**src/rtl/move_packer_pkg.sv**
```systemverilog
`default_nettype none
// ============================================================================
// Module  : move_packer_pkg
// Brief   : Shared widths, word constants and FSM state encoding for the
//           move packer and its word FIFO.
// Revision: 1.0 - initial release
// ============================================================================
package move_packer_pkg;

  localparam int MOVE_W     = 18;
  localparam int SLOT_W     = 19;
  localparam int SLOTS      = 8;
  localparam int WORD_W     = 152;
  localparam int FIFO_DEPTH = 8;
  localparam int PTR_W      = 3;
  localparam int CNT_W      = 4;

  // One slot with only its invalid flag (top bit) set.
  localparam logic [SLOT_W-1:0] INVALID_SLOT     = 19'h40000;
  // Every slot invalid: used as terminator and as the idle output value.
  localparam logic [WORD_W-1:0] ALL_INVALID_WORD = {SLOTS{INVALID_SLOT}};

  localparam logic [1:0] ST_COLLECT = 2'd0;
  localparam logic [1:0] ST_FLUSH   = 2'd1;
  localparam logic [1:0] ST_TERM    = 2'd2;
  localparam logic [1:0] ST_DONE    = 2'd3;

  // A valid slot carries the move with the invalid flag cleared.
  function automatic logic [SLOT_W-1:0] make_slot(input logic [MOVE_W-1:0] mv);
    return {1'b0, mv};
  endfunction

endpackage
`default_nettype wire

```
**src/rtl/move_word_fifo.sv**
```systemverilog
`default_nettype none
// ============================================================================
// Module  : move_word_fifo
// Brief   : Synchronous FIFO of packed move words. Push is ignored when full,
//           pop is ignored when empty (both judged on pre-edge state).
//           Storage is not reset; only pointers and count are.
// Revision: 1.0 - initial release
// ============================================================================
module move_word_fifo
  import move_packer_pkg::*;
#(
  parameter int WIDTH = WORD_W,
  parameter int DEPTH = FIFO_DEPTH
) (
  input  logic             clk,
  input  logic             reset,
  input  logic             clear,
  input  logic             push,
  input  logic [WIDTH-1:0] push_data,
  input  logic             pop,
  output logic [WIDTH-1:0] head,
  output logic             full,
  output logic             empty,
  output logic [CNT_W-1:0] count
);

  logic [WIDTH-1:0] r_mem [DEPTH];
  logic [PTR_W-1:0] r_wr_ptr;
  logic [PTR_W-1:0] r_rd_ptr;
  logic [CNT_W-1:0] r_count;
  logic             w_do_push;
  logic             w_do_pop;

  assign full      = (r_count == CNT_W'(DEPTH));
  assign empty     = (r_count == '0);
  assign count     = r_count;
  assign head      = r_mem[r_rd_ptr];
  assign w_do_push = push && !full;
  assign w_do_pop  = pop && !empty;

  // Pointer and occupancy bookkeeping; clear drops all stored words.
  always_ff @(posedge clk or negedge reset) begin
    if (!reset) begin
      r_wr_ptr <= '0;
      r_rd_ptr <= '0;
      r_count  <= '0;
    end else if (clear) begin
      r_wr_ptr <= '0;
      r_rd_ptr <= '0;
      r_count  <= '0;
    end else begin
      if (w_do_push) r_wr_ptr <= r_wr_ptr + PTR_W'(1);
      if (w_do_pop)  r_rd_ptr <= r_rd_ptr + PTR_W'(1);
      r_count <= r_count + CNT_W'(w_do_push) - CNT_W'(w_do_pop);
    end
  end

  // Word storage, intentionally without reset.
  always_ff @(posedge clk) begin
    if (w_do_push && !clear) r_mem[r_wr_ptr] <= push_data;
  end

endmodule
`default_nettype wire

```
**src/rtl/move_packer.sv**
```systemverilog
`default_nettype none
// ============================================================================
// Module  : move_packer
// Brief   : Packs 18-bit moves into 152-bit words of eight 19-bit slots,
//           flushes a padded partial word at end of generation, appends an
//           all-invalid terminator word and signals done.
// Revision: 1.0 - initial release
// ============================================================================
module move_packer
  import move_packer_pkg::*;
(
  input  logic              clk,
  input  logic              reset,
  input  logic              clear,
  input  logic              move_valid,
  input  logic [MOVE_W-1:0] move_data,
  output logic              move_ready,
  input  logic              gen_done,
  input  logic              rden,
  output logic [WORD_W-1:0] fifoOut,
  output logic              done
);

  localparam logic [2:0] LAST_SLOT = 3'(SLOTS - 1);

  logic [1:0]        r_state;
  logic [2:0]        r_slot_cnt;
  logic [WORD_W-1:0] r_word_buf;
  logic [WORD_W-1:0] r_fifo_out;

  logic              w_accept;
  logic              w_push;
  logic [WORD_W-1:0] w_push_data;
  logic [WORD_W-1:0] w_completed_word;
  logic [WORD_W-1:0] w_flush_word;
  logic [WORD_W-1:0] w_head;
  logic              w_fifo_full;
  logic              w_fifo_empty;
  logic [CNT_W-1:0]  w_fifo_count;
  logic              w_has_room;

  // A move landing in the last slot needs a free FIFO entry on the same edge.
  assign move_ready = (r_state == ST_COLLECT) && !((r_slot_cnt == LAST_SLOT) && w_fifo_full);
  assign w_accept   = move_valid && move_ready;
  assign w_has_room = (w_fifo_count < CNT_W'(FIFO_DEPTH));
  assign done       = (r_state == ST_DONE);
  assign fifoOut    = r_fifo_out;

  // Select what, if anything, is pushed into the FIFO this cycle.
  always_comb begin
    w_completed_word = r_word_buf;
    w_completed_word[(SLOTS-1)*SLOT_W +: SLOT_W] = make_slot(move_data);
    w_flush_word = r_word_buf;
    for (int k = 0; k < SLOTS; k++) begin
      if (k >= int'(r_slot_cnt)) w_flush_word[k*SLOT_W +: SLOT_W] = INVALID_SLOT;
    end
    w_push      = 1'b0;
    w_push_data = w_completed_word;
    case (r_state)
      ST_COLLECT: begin
        if (w_accept && (r_slot_cnt == LAST_SLOT)) w_push = 1'b1;
      end
      ST_FLUSH: begin
        if ((r_slot_cnt != 3'd0) && w_has_room) begin
          w_push      = 1'b1;
          w_push_data = w_flush_word;
        end
      end
      ST_TERM: begin
        if (w_has_room) begin
          w_push      = 1'b1;
          w_push_data = ALL_INVALID_WORD;
        end
      end
      default: ;
    endcase
  end

  // Packing state machine: collect moves, flush partial word, terminate.
  always_ff @(posedge clk or negedge reset) begin
    if (!reset) begin
      r_state    <= ST_COLLECT;
      r_slot_cnt <= 3'd0;
      r_word_buf <= '0;
    end else if (clear) begin
      r_state    <= ST_COLLECT;
      r_slot_cnt <= 3'd0;
      r_word_buf <= '0;
    end else begin
      case (r_state)
        ST_COLLECT: begin
          if (w_accept) begin
            if (r_slot_cnt == LAST_SLOT) r_word_buf <= '0;
            else r_word_buf[r_slot_cnt*SLOT_W +: SLOT_W] <= make_slot(move_data);
            r_slot_cnt <= r_slot_cnt + 3'd1;
          end
          // The move accepted alongside gen_done is already packed above.
          if (gen_done) r_state <= ST_FLUSH;
        end
        ST_FLUSH: begin
          if (r_slot_cnt == 3'd0) begin
            r_state <= ST_TERM;
          end else if (w_has_room) begin
            r_slot_cnt <= 3'd0;
            r_word_buf <= '0;
            r_state    <= ST_TERM;
          end
        end
        ST_TERM: begin
          if (w_has_room) r_state <= ST_DONE;
        end
        default: ;
      endcase
    end
  end

  // Output register: head word on a pop, all-invalid word when nothing to pop.
  always_ff @(posedge clk or negedge reset) begin
    if (!reset) begin
      r_fifo_out <= ALL_INVALID_WORD;
    end else if (clear) begin
      r_fifo_out <= ALL_INVALID_WORD;
    end else if (rden) begin
      r_fifo_out <= w_fifo_empty ? ALL_INVALID_WORD : w_head;
    end
  end

  move_word_fifo #(
    .WIDTH (WORD_W),
    .DEPTH (FIFO_DEPTH)
  ) u_fifo (
    .clk       (clk),
    .reset     (reset),
    .clear     (clear),
    .push      (w_push),
    .push_data (w_push_data),
    .pop       (rden),
    .head      (w_head),
    .full      (w_fifo_full),
    .empty     (w_fifo_empty),
    .count     (w_fifo_count)
  );

endmodule
`default_nettype wire

```
**config.mk**
```make
export PLATFORM = sky130hd
export DESIGN_NAME = move_packer
export DESIGN_NICKNAME = d
export VERILOG_FILES = /design/src/rtl/move_packer_pkg.sv /design/src/rtl/move_word_fifo.sv /design/src/rtl/move_packer.sv
export SDC_FILE = /design/constraint.sdc
export NUM_CORES = 2
export LEC_CHECK = 0
export BUFFER_PORTS_ARGS = -buffer_cell sky130_fd_sc_hd__buf_2
export CORE_MARGIN = 10
export CORE_UTILIZATION = 45
export CTS_BUF_LIST = sky130_fd_sc_hd__clkbuf_16
export DETAILED_ROUTE_END_ITERATION = 12
export SLEW_MARGIN = 5
export SYNTH_ARGS = -nofsm -noshare
export SYNTH_HDL_FRONTEND = slang
export SYNTH_SLANG_ARGS = --single-unit
```
**constraint.sdc**
```tcl
create_clock -name clk -period 16.27 [get_ports clk]
set_input_delay 3.254 -clock clk [delete_from_list [all_inputs] [get_ports clk]]
set_output_delay 3.254 -clock clk [all_outputs]
set_load 0.005 [all_outputs]
```
==> summary.txt <==
Critical path
  – Worst EP required: 13.02 ns
  – FF-to-FF path depth: 9
  – CP Launch Type: flop
  – CP Max Fanout: 12
  – WP data arrival: 2.67 ns
  – Critical Path End Type: primary output
  – Worst Setup Path Type: flop to primary output

CTS
  – Max Root-Sink Buffers: 3
  – Post CTS Setup Buffer Count: 0
  – Total CTS buffers: 155
  – Clock-pin slew on the worst setup and hold paths: 0.06 ns
  – Clk root buf: clkbuf_16
  – CTS tree: built
  – CTS Sinks: 1,509
  – CTS Hold Bufs: 0
  – Post-CTS resize count: 0
  – Skew-Pair Late Insertion Delay: 0.79 ns
  – H-tree depth: 4

Global route
  – Grt total ovfl: 0
  – GRT Total Usage: 0.199
  – Initial antenna violation count: 18
  – Vias in the first global route: 31,300
  – First-pass GRT wire length: 209,000 um
  – Largest net degree at the start of global routing: 163

STA
  – RSZ-0062 raised after global routing: false
  – Setup Skew: 0.0311 ns
  – Slew @ Worst Pin: 1.32 ns
  – Final Slew Violations: 0
  – Max Fclk: 169 MHz
  – Tcrit/Tclk final: 0.364
  – Final Hold Viols: 0
  – Tmin final: 5.92 ns
  – Final setup fails: 0
  – Final setup margin: 10.35 ns
  – Setup_tns: 0 ns
  – Slew headroom: 0.120

Hold path
  – Hold path cells: 2
  – Worst Hold Class: flop to flop

Route
  – WL per Instance: 27.9 um
  – Post-route ant nets: 0
  – Via count: 29,300
  – DR DRC count: 0
  – Via density: 5.76
  – Drt first pass iters: 5
  – Post-Route WL: 142,000 um
  – Initial DRC Count: 3,119

Power
  – PD cells: 154 nW/um^2
  – Lkg Pwr: 23.2 nW
  – Worst VDD drop: 0.153 mV

Synth
  – Library cells used by synthesis: 56
  – Post-synth EDFFs: 1,216
  – #FFs+latches synth: 1,509
  – Post-synthesis sequential area ratio: 0.761
  – Synth Net Count: 3,112
  – Post-Syn Area: 57,600 um^2
  – Post-Syn Instances: 3,068
  – Cell taking the most area after synthesis: edfxtp_1
  – Warnings from Yosys: 0
  – Main synth FF type: edfxtp_1
  – Ys async rst share: 0.194
  – Post-synth top area share: 0.634
  – Mean Syn Cell Area: 18.8 um^2
  – Synth top area cells: edfxtp_1, dfrtp_1, mux4_2

Floorplan
  – Die ar.: 143,000 um^2
  – Core ar.: 127,000 um^2
  – Die W: 378 um
  – Effective utilization at floorplan: 0.452
  – Std cell rows: 131
  – Io pins: 178
  – Die Y: 378 um

Run status
  – Status: finished, final reports clean

Place
  – Dpl ws: 9.76 ns
  – Gp weighted congestion: 0.822
  – Port Buffer Count: 177
  – Dpl hpwl: 75,600 um

Layout
  – Share of layout cells above drive strength 1: 0.232
  – Syn-to-layout area delta: 13.6%
  – Nets: 3,325
  – Fill count: 10,100

Flow run
  – Max-cap violations: 0
==> metal layers <==
| layer | track usage | vias up | part of all wire |
|---|---|---|---|
| met5 | 0 | - | 0.000092 |
| met4 | 0.0551 | 2 | 0.023 |
| met3 | 0.0341 | 213 | 0.064 |
| met2 | 0.335 | 1047 | 0.50 |
| met1 | 0.268 | 15600 | 0.41 |
| li1 | - | 12400 | - |
==> critical path, cell delays in order (launching register included) <==
cell	delay, ns
dfrtp_1	0.55
ha_1	0.30
ha_1	0.25
and4bb_2	0.31
nor2b_1	0.30
buf_2	0.19
==> cells in the final DEF, fill, tap and decap left out, types with 24 or more instances in the layout <==
cell type  netlist  layout
and2_1         126     126
clkinv_2         0      24
clkbuf_16        0     158
inv_1           89     133
mux2i_1         75      75
a22oi_1        146     146
o21ai_0         41      40
buf_2           28     176
mux4_2         304     304
nor2_1          56      55
edfxtp_1      1216    1216
clkinv_1         1      32
nand2_1        391     391
buf_4            3      50
a22o_1          37      37
dfrtp_1        285     283
==> sequential cells by signal (all words and copies together), names as in the netlist <==
signal	count
u_fifo.count	4
u_fifo.r_mem	1216
u_fifo.r_rd_ptr	3
r_slot_cnt	3
r_state	2
r_word_buf	126
fifoOut	152
u_fifo.r_wr_ptr	3
==> where the power goes <==
group | switching, mW | internal [mW] | total [mW]
clock network | 1.47 | 1.98 | 3.45
registers | 0.156 | 4.50 | 4.66
logic | 1.15 | 0.804 | 1.95
==> area by class of cell <==
cell class	instances	area, um^2	share of cell area
Clock buffer	158	3950	0.0604
Antenna cell	3	7.51	0.000115
Tap cell	1662	2080	0.0318
Timing Repair Buffer	230	1340	0.0205
Inverter	90	338	0.00516
Clock inverter	132	1040	0.0158
Multi-Input combinational cell	1295	12800	0.196
Sequential cell	1509	43900	0.670
==> worst paths after layout <==
kind | startpoint | to | slack [ns]
setup reg to reg | r_slot_cnt[0] | u_fifo.r_mem[3][70] | 11.25
hold reg to reg | fifoOut[30] | fifoOut[30] | 0.46
setup / recovery | r_slot_cnt[1] | move_ready | 10.35
min in group asynchronous | reset | fifoOut[31] | 2.54
hold / removal | fifoOut[30] | fifoOut[30] | 0.46
max in group asynchronous | reset | fifoOut[5] | 11.05
==> through the flow <==
stage               utilization  std cells  hold slack (ns)  total power [mW]  area, um^2
floorplan                     -       3068            0.458              6.06       57600
global placement          0.474       4785            0.446              6.67       60400
detailed placement        0.475       4786            0.451              6.72       60400
CTS                       0.514       5076            0.466              10.2       65400
global route              0.514       5076            0.478              10.5       65400
finish                    0.514       5079            0.458              10.1       65400
==> synth_stat cells, types with 2 or more instances <==
cell / count
edfxtp_1: 1216
nand2_1: 391
mux4_2: 304
dfrtp_1: 285
a22oi_1: 146
and2_1: 126
clkbuf_1: 108
inv_1: 89
mux2i_1: 75
nor2_1: 56
o21ai_0: 41
a22o_1: 37
buf_1: 32
buf_2: 28
ha_1: 19
a21oi_1: 13
dfstp_2: 8
nor4_1: 8
o22ai_1: 8
nand2b_1: 4
nand3_1: 4
nand4_1: 4
nor2b_1: 4
nor3_1: 4
xnor2_1: 4
a211o_1: 3
a211oi_1: 3
a21o_1: 3
buf_4: 3
buf_6: 3
mux2_2: 3
nor3_2: 3
o211ai_1: 3
or2_2: 3
a2111oi_2: 2
nor4_4: 2
o21ai_1: 2
o31a_1: 2
or3_1: 2
==> cells by family after synthesis <==
logic type,after synthesis,share of synthesized area
fa+ha+maj,20,0.00447
flops,1509,0.761
simple gates,618,0.0487
xor+xnor,4,0.000608
buf+inv,264,0.0184
mux,382,0.132
compound gates,271,0.0341
(Power assumes the default switching activity.)
